$ cat config.mk
export PLATFORM = sky130hd
export DESIGN_NAME = nn_feeder
export DESIGN_NICKNAME = d
export VERILOG_FILES = /design/src/rtl/nn_pkg.sv /design/src/rtl/nn_row_fifo.sv /design/src/rtl/nn_feeder.sv
export SDC_FILE = /design/constraint.sdc
export NUM_CORES = 1
export LEC_CHECK = 0
export CORE_MARGIN = 4
export CORE_UTILIZATION = 54
export DETAILED_ROUTE_END_ITERATION = 10
export PLACE_DENSITY = 0.95
export SLEW_MARGIN = 20
export SYNTH_ARGS = -nofsm -noshare
export SYNTH_HDL_FRONTEND = slang
export SYNTH_SLANG_ARGS = --single-unit
$ cat constraint.sdc
create_clock -name clk -period 5.3 [get_ports clk]
set_clock_uncertainty 0.15 [all_clocks]
set_input_delay 0.53 -clock clk [delete_from_list [all_inputs] [get_ports clk]]
set_output_delay 0.53 -clock clk [all_outputs]
set_load 0.02 [all_outputs]
$ cat src/rtl/nn_pkg.sv
// Shared types for the 2x2 network feeder: data word, buffered row and feeder FSM states.
package nn_pkg;

  localparam int DATA_W = 16;

  typedef logic signed [DATA_W-1:0] data_t;

  typedef struct packed {
    data_t c1;
    data_t c2;
  } row_t;

  typedef enum logic [2:0] {
    ST_IDLE,
    ST_LOAD_W,
    ST_START,
    ST_STREAM,
    ST_DRAIN,
    ST_DONE
  } feeder_state_e;

endpackage

$ cat src/rtl/nn_row_fifo.sv
// Circular row buffer with a peek port addressed relative to the head, so rows can be
// read in order either by popping (consume) or by walking peek_idx (read without pop).
module nn_row_fifo
  import nn_pkg::*;
#(
  parameter int DEPTH = 4,
  localparam int AW = $clog2(DEPTH),
  localparam int CW = AW + 1
) (
  input  logic          clk,
  input  logic          rst,
  input  logic          clear,
  input  logic          push,
  input  row_t          push_row,
  input  logic          pop,
  input  logic [AW-1:0] peek_idx,
  output row_t          peek_row,
  output logic [CW-1:0] count,
  output logic          full,
  output logic          empty
);

  row_t          mem [DEPTH];
  logic [AW-1:0] wr_ptr;
  logic [AW-1:0] rd_ptr;
  logic [AW-1:0] peek_addr;
  logic          push_ok;
  logic          pop_ok;

  assign full      = (count == CW'(DEPTH));
  assign empty     = (count == '0);
  assign push_ok   = push && !full;
  assign pop_ok    = pop && !empty;
  assign peek_addr = rd_ptr + peek_idx;
  assign peek_row  = mem[peek_addr];

  // Storage carries no reset; count and pointers alone define what is valid.
  always_ff @(posedge clk) begin
    if (push_ok) mem[wr_ptr] <= push_row;
  end

  always_ff @(posedge clk) begin
    if (rst || clear) begin
      wr_ptr <= '0;
      rd_ptr <= '0;
      count  <= '0;
    end else begin
      if (push_ok) wr_ptr <= wr_ptr + AW'(1);
      if (pop_ok)  rd_ptr <= rd_ptr + AW'(1);
      count <= count + CW'(push_ok) - CW'(pop_ok);
    end
  end

endmodule

$ cat src/rtl/nn_feeder.sv
// Host-side feeder for the 2x2 network: buffers rows, holds weights, and on go streams
// load-weights, start, then rows with column 2 skewed one cycle. Option: NN_FEEDER_REPLAY_EN.
module nn_feeder
  import nn_pkg::*;
#(
  parameter int DEPTH = 4
) (
  input  logic                     clk,
  input  logic                     rst,
  input  logic                     wr_valid,
  output logic                     wr_ready,
  input  logic signed [DATA_W-1:0] wr_data_1,
  input  logic signed [DATA_W-1:0] wr_data_2,
  input  logic                     cfg_valid,
  input  logic signed [DATA_W-1:0] cfg_weight_11,
  input  logic signed [DATA_W-1:0] cfg_weight_12,
  input  logic signed [DATA_W-1:0] cfg_weight_21,
  input  logic signed [DATA_W-1:0] cfg_weight_22,
  input  logic                     go,
`ifdef NN_FEEDER_REPLAY_EN
  input  logic                     clear,
`endif
  output logic                     busy,
  output logic                     done,
  output logic                     nn_valid_load_weights,
  output logic                     nn_start,
  output logic signed [DATA_W-1:0] nn_temp_weight_11,
  output logic signed [DATA_W-1:0] nn_temp_weight_12,
  output logic signed [DATA_W-1:0] nn_temp_weight_21,
  output logic signed [DATA_W-1:0] nn_temp_weight_22,
  output logic signed [DATA_W-1:0] nn_data_in_1,
  output logic signed [DATA_W-1:0] nn_data_in_2,
  output logic                     nn_valid_in_1,
  output logic                     nn_valid_in_2,
  output feeder_state_e            dbg_state,
  output logic [$clog2(DEPTH):0]   dbg_count
);

  localparam int AW = $clog2(DEPTH);
  localparam int CW = AW + 1;

  feeder_state_e state;
  logic [CW-1:0] count;
  logic [CW-1:0] n_rows;
  logic [CW-1:0] k;
  logic          full;
  logic          empty;
  logic          push;
  logic          pop;
  logic          clr;
  logic          read_now;
  logic          start_pass;
  logic [AW-1:0] peek_idx;
  row_t          push_row;
  row_t          peek_row;
  data_t         skew_c2;

  // Host write handshake: a row transfers on a clock edge where wr_valid && wr_ready;
  // wr_ready never depends on wr_valid, and a refused row must be held by the host.
  assign wr_ready    = (state == ST_IDLE) && !full;
  assign push        = wr_valid && wr_ready;
  assign push_row.c1 = wr_data_1;
  assign push_row.c2 = wr_data_2;
  assign start_pass  = (state == ST_IDLE) && go && !clr && (!empty || push);
  assign read_now    = (state == ST_LOAD_W) ||
                       (((state == ST_START) || (state == ST_STREAM)) && (k < n_rows));

`ifdef NN_FEEDER_REPLAY_EN
  // Rows stay resident; the pass walks them by offset so a later go replays them.
  assign clr      = (state == ST_IDLE) && clear;
  assign pop      = 1'b0;
  assign peek_idx = k[AW-1:0];
`else
  assign clr      = 1'b0;
  assign pop      = read_now;
  assign peek_idx = '0;
`endif

  assign dbg_state = state;
  assign dbg_count = count;

  nn_row_fifo #(.DEPTH(DEPTH)) u_fifo (
    .clk      (clk),
    .rst      (rst),
    .clear    (clr),
    .push     (push),
    .push_row (push_row),
    .pop      (pop),
    .peek_idx (peek_idx),
    .peek_row (peek_row),
    .count    (count),
    .full     (full),
    .empty    (empty)
  );

  always_ff @(posedge clk) begin
    if (rst) begin
      state                 <= ST_IDLE;
      busy                  <= 1'b0;
      done                  <= 1'b0;
      nn_valid_load_weights <= 1'b0;
      nn_start              <= 1'b0;
      nn_temp_weight_11     <= '0;
      nn_temp_weight_12     <= '0;
      nn_temp_weight_21     <= '0;
      nn_temp_weight_22     <= '0;
      nn_data_in_1          <= '0;
      nn_data_in_2          <= '0;
      nn_valid_in_1         <= 1'b0;
      nn_valid_in_2         <= 1'b0;
      n_rows                <= '0;
      k                     <= '0;
      skew_c2               <= '0;
    end else begin
      nn_valid_load_weights <= 1'b0;
      nn_start              <= 1'b0;
      done                  <= 1'b0;
      if ((state == ST_IDLE) && cfg_valid) begin
        nn_temp_weight_11 <= cfg_weight_11;
        nn_temp_weight_12 <= cfg_weight_12;
        nn_temp_weight_21 <= cfg_weight_21;
        nn_temp_weight_22 <= cfg_weight_22;
      end
      case (state)
        ST_IDLE: begin
          if (start_pass) begin
            state                 <= ST_LOAD_W;
            nn_valid_load_weights <= 1'b1;
            busy                  <= 1'b1;
            n_rows                <= count + CW'(push);
            k                     <= '0;
          end
        end
        ST_LOAD_W: begin
          state         <= ST_START;
          nn_start      <= 1'b1;
          nn_data_in_1  <= peek_row.c1;
          nn_valid_in_1 <= 1'b1;
          skew_c2       <= peek_row.c2;
          k             <= k + CW'(1);
        end
        ST_START, ST_STREAM: begin
          nn_data_in_2  <= skew_c2;
          nn_valid_in_2 <= 1'b1;
          if (read_now) begin
            state        <= ST_STREAM;
            nn_data_in_1 <= peek_row.c1;
            skew_c2      <= peek_row.c2;
            k            <= k + CW'(1);
          end else begin
            state         <= ST_DRAIN;
            nn_data_in_1  <= '0;
            nn_valid_in_1 <= 1'b0;
            skew_c2       <= '0;
          end
        end
        ST_DRAIN: begin
          state         <= ST_DONE;
          nn_data_in_2  <= '0;
          nn_valid_in_2 <= 1'b0;
          done          <= 1'b1;
          busy          <= 1'b0;
        end
        ST_DONE:  state <= ST_IDLE;
        default:  state <= ST_IDLE;
      endcase
    end
  end

endmodule
==> flow_summary.yaml <==
run_status:
  status: "completed"
worst_setup_path:
  cpLargestDelayFamily: "buffers and inverters"
  crit_fanout: 14
  start_kind: "flip-flop"
  crit_chain: "nor3_2, o31a_1, clkdlybuf4s50_1"
  reg2regPathDepth: 12
  crit_slowest_cell: "clkdlybuf4s50_1"
  crit_required_ns: 4.62
  r2r_slack_ns: 2.43
  end_kind: "primary output"
  path_class: "flip-flop to primary output"
  cp.arrival_ns: 2.25
  timing.rr.end: "u_fifo.count[2]"
  reg2reg_from: "n_rows[2]"
  critPathBufInv: 1
  cpPeakStageDelay_ns: 0.61
hold_path:
  min_path_cells: 2
  min_to: "nn_temp_weight_11[7]"
  hold_class: "flip-flop to flip-flop"
  min_from: "nn_temp_weight_11[7]"
job:
  max-cap-violations: 0
placed_design:
  io_buffers: 209
  placed_area_um2: 11770
  hpwl_um: 15240
  dpl.cell_count: 1098
  gp_congestion: 0.8065
synthesis:
  synth_seq_cells: 264
  yosys.area.top_type: "edfxtp_1"
  synth_cell_types: 44
  yosysSeqAreaShare_pct: 68.64
  async_reset_ff_share_pct: 0
  ys_top_cells_by_area: "edfxtp_1, dfxtp_1, mux4_2"
  synthFlopType: "dfxtp_1"
  netlist_area_um2: 9567
  syn_nets: 815
  syn_inst: 702
  syn_avg_cell_area_um2: 13.63
  yosys.area.top_type_share_pct: 40.18
  yosysMostFrequentCell: "dfxtp_1"
  netlist_top_cells_count: "dfxtp_1, nand2_1, edfxtp_1, a21oi_1"
  synth.yosys.warnings: 0
  synth-edff-count: 128
timing:
  finalSetupViolCount: 0
  max_freq_mhz: 341.1
  hold_viol: 0
  min_period_over_period_pct: 55.31
  report.final.slew_viol_count: 0
  tns_ns: 0
  fin_crit_ns: 2.931
  maxSlewHeadroom_pct: 41.28
  rsz0062_at_grt: "no"
  tightestPinTransition_ns: 0.8807
detailed_routing:
  drtIter0Drc: 392
  wl_per_cell_um: 21.35
  dr.pass1.iters: 5
  vias: 6506
  drc: 0
  wl_um: 24470
  antenna_left: 0
  via_per_inst: 5.677
clock_network:
  clock_tree.root_cell: "clkbuf_16"
  path_clk_slew_ns: 0.06
  clock_latency_ns: 0.53
  clock_sinks: 264
  cts_buffers: 26
  cts_buffer_depth: 3
  cts_hold_buf: 0
  cts_tree: "done"
  cts_setup_buffers: 0
  cts_htree_levels: 1
  cts_resized: 0
floorplan:
  die_height_um: 141.1
  initial_core_util_pct: 55.12
  die_w_um: 141.1
  coreArea_um2: 17360
  row_count: 48
  dieArea_um2: 19910
  pin_count: 210
finish:
  instances_no_fill: 1146
  nets: 1014
  syn2layout_area_growth_pct: 31.70
  fin_util_pct: 72.59
  drive_above_1_share_pct: 10.97
  fin_area_um2: 12600
  diodes: 0
grt:
  grt_pass1_wl_um: 37200
  grt_pass1_vias: 6626
  grt_start_max_net_pins: 109
  gr-total-overflow: 0
  antenna_found_initial: 0
  track_usage_pct: 23.96
power_and_ir_drop:
  peakVddDrop_v: 0.0003375
  finalPower_mw: 6.524
  cellLeakagePower_nw: 4.368
  power.density_nw_per_um2: 517.8
-- metal layers --
layer | GRT usage [%] | part of all wire (%) | up-vias
met1 | 27.97 | 36 | 3151
met4 | 9.332 | 3.9 | 0
met5 | 0 | 0 | -
met2 | 41.59 | 50 | 346
li1 | - | - | 2942
met3 | 7.191 | 11 | 67
-- report_power, final --
| part | switching, mW | internal [mW] |
|---|---|---|
| sequential | 0.242 | 2.58 |
| clock | 0.784 | 0.982 |
| combinational | 1.08 | 0.859 |
-- worst max-delay path by stage --
stage               startpoint               to  slack [ns]  depth (start not counted)
6_report          dbg_state[2]         wr_ready        2.37                          3
5_1_grt              n_rows[2]  u_fifo.count[2]        2.23                         12
4_1_cts           dbg_state[2]         wr_ready        2.35                          3
3_5_place_dp         n_rows[2]  u_fifo.count[2]        2.48                         12
3_3_place_gp         n_rows[2]  u_fifo.count[2]        2.57                         12
2_1_floorplan  u_fifo.count[1]  u_fifo.count[2]        2.71                         11
-- logic make-up (layout without fill, tap and decap cells) --
group	Yosys count	count (layout)	share of synthesized area (%)
adders and majority gates	12	12	1.648
DFF	264	264	68.64
AOI/OAI and AO/OA	139	139	9.849
buffers and inverters	59	278	2.995
muxes	39	39	8.305
xor gates and xnor gates	4	4	0.3662
and+or+nand+nor	185	185	8.200
-- metrics by stage --
step	worst slack [ns]	hold WS, ns
finish	2.369	0.3024
global route	2.231	0.3241
CTS	2.352	0.3042
detailed placement	2.485	0.2953
global placement	2.575	0.2910
floorplan	2.709	0.2926
-- registers in the layout, summed over array words and instances (netlist names), 2 cells and up, named ones only --
name               flops
nn_temp_weight_21     16
nn_temp_weight_22     16
nn_temp_weight_11     16
u_fifo.rd_ptr          2
u_fifo.wr_ptr          2
k                      3
u_fifo.count           3
n_rows                 3
nn_data_in_1          16
nn_data_in_2          16
dbg_state              3
u_fifo.mem           128
skew_c2               16
nn_temp_weight_12     16
-- final cells by class --
cell class,instances,area (µm²)
clock buffer,32,683.2
clock inverter,16,141.4
fill,1066,4757
inverter,14,52.55
multi-input combinational,379,2728
sequential,264,6568
tap,225,281.5
timing repair buffer,216,2146
-- cells in the final DEF (no fill, tap or decap), drive strengths merged, types with 4 or more instances in the layout --
master	n
a22o	32
a21oi	72
mux2i	4
buf	8
a22oi	16
clkbuf	32
and2	5
nor2	27
nand2	134
nor2b	8
edfxtp	128
mux4	32
o21ai	6
dfxtp	136
clkdlybuf4s50	208
xnor2	4
clkinv	11
ha	11
inv	17
-- worst min-delay path, delay by kind of cell, from the launching register on --
kind | cells | cell delay (ns)
flip-flops | 1 | 0.31
AND/OR/NAND/NOR | 1 | 0.05
AO/OA/AOI/OAI | 1 | 0.05
(Power assumes the default switching activity.)
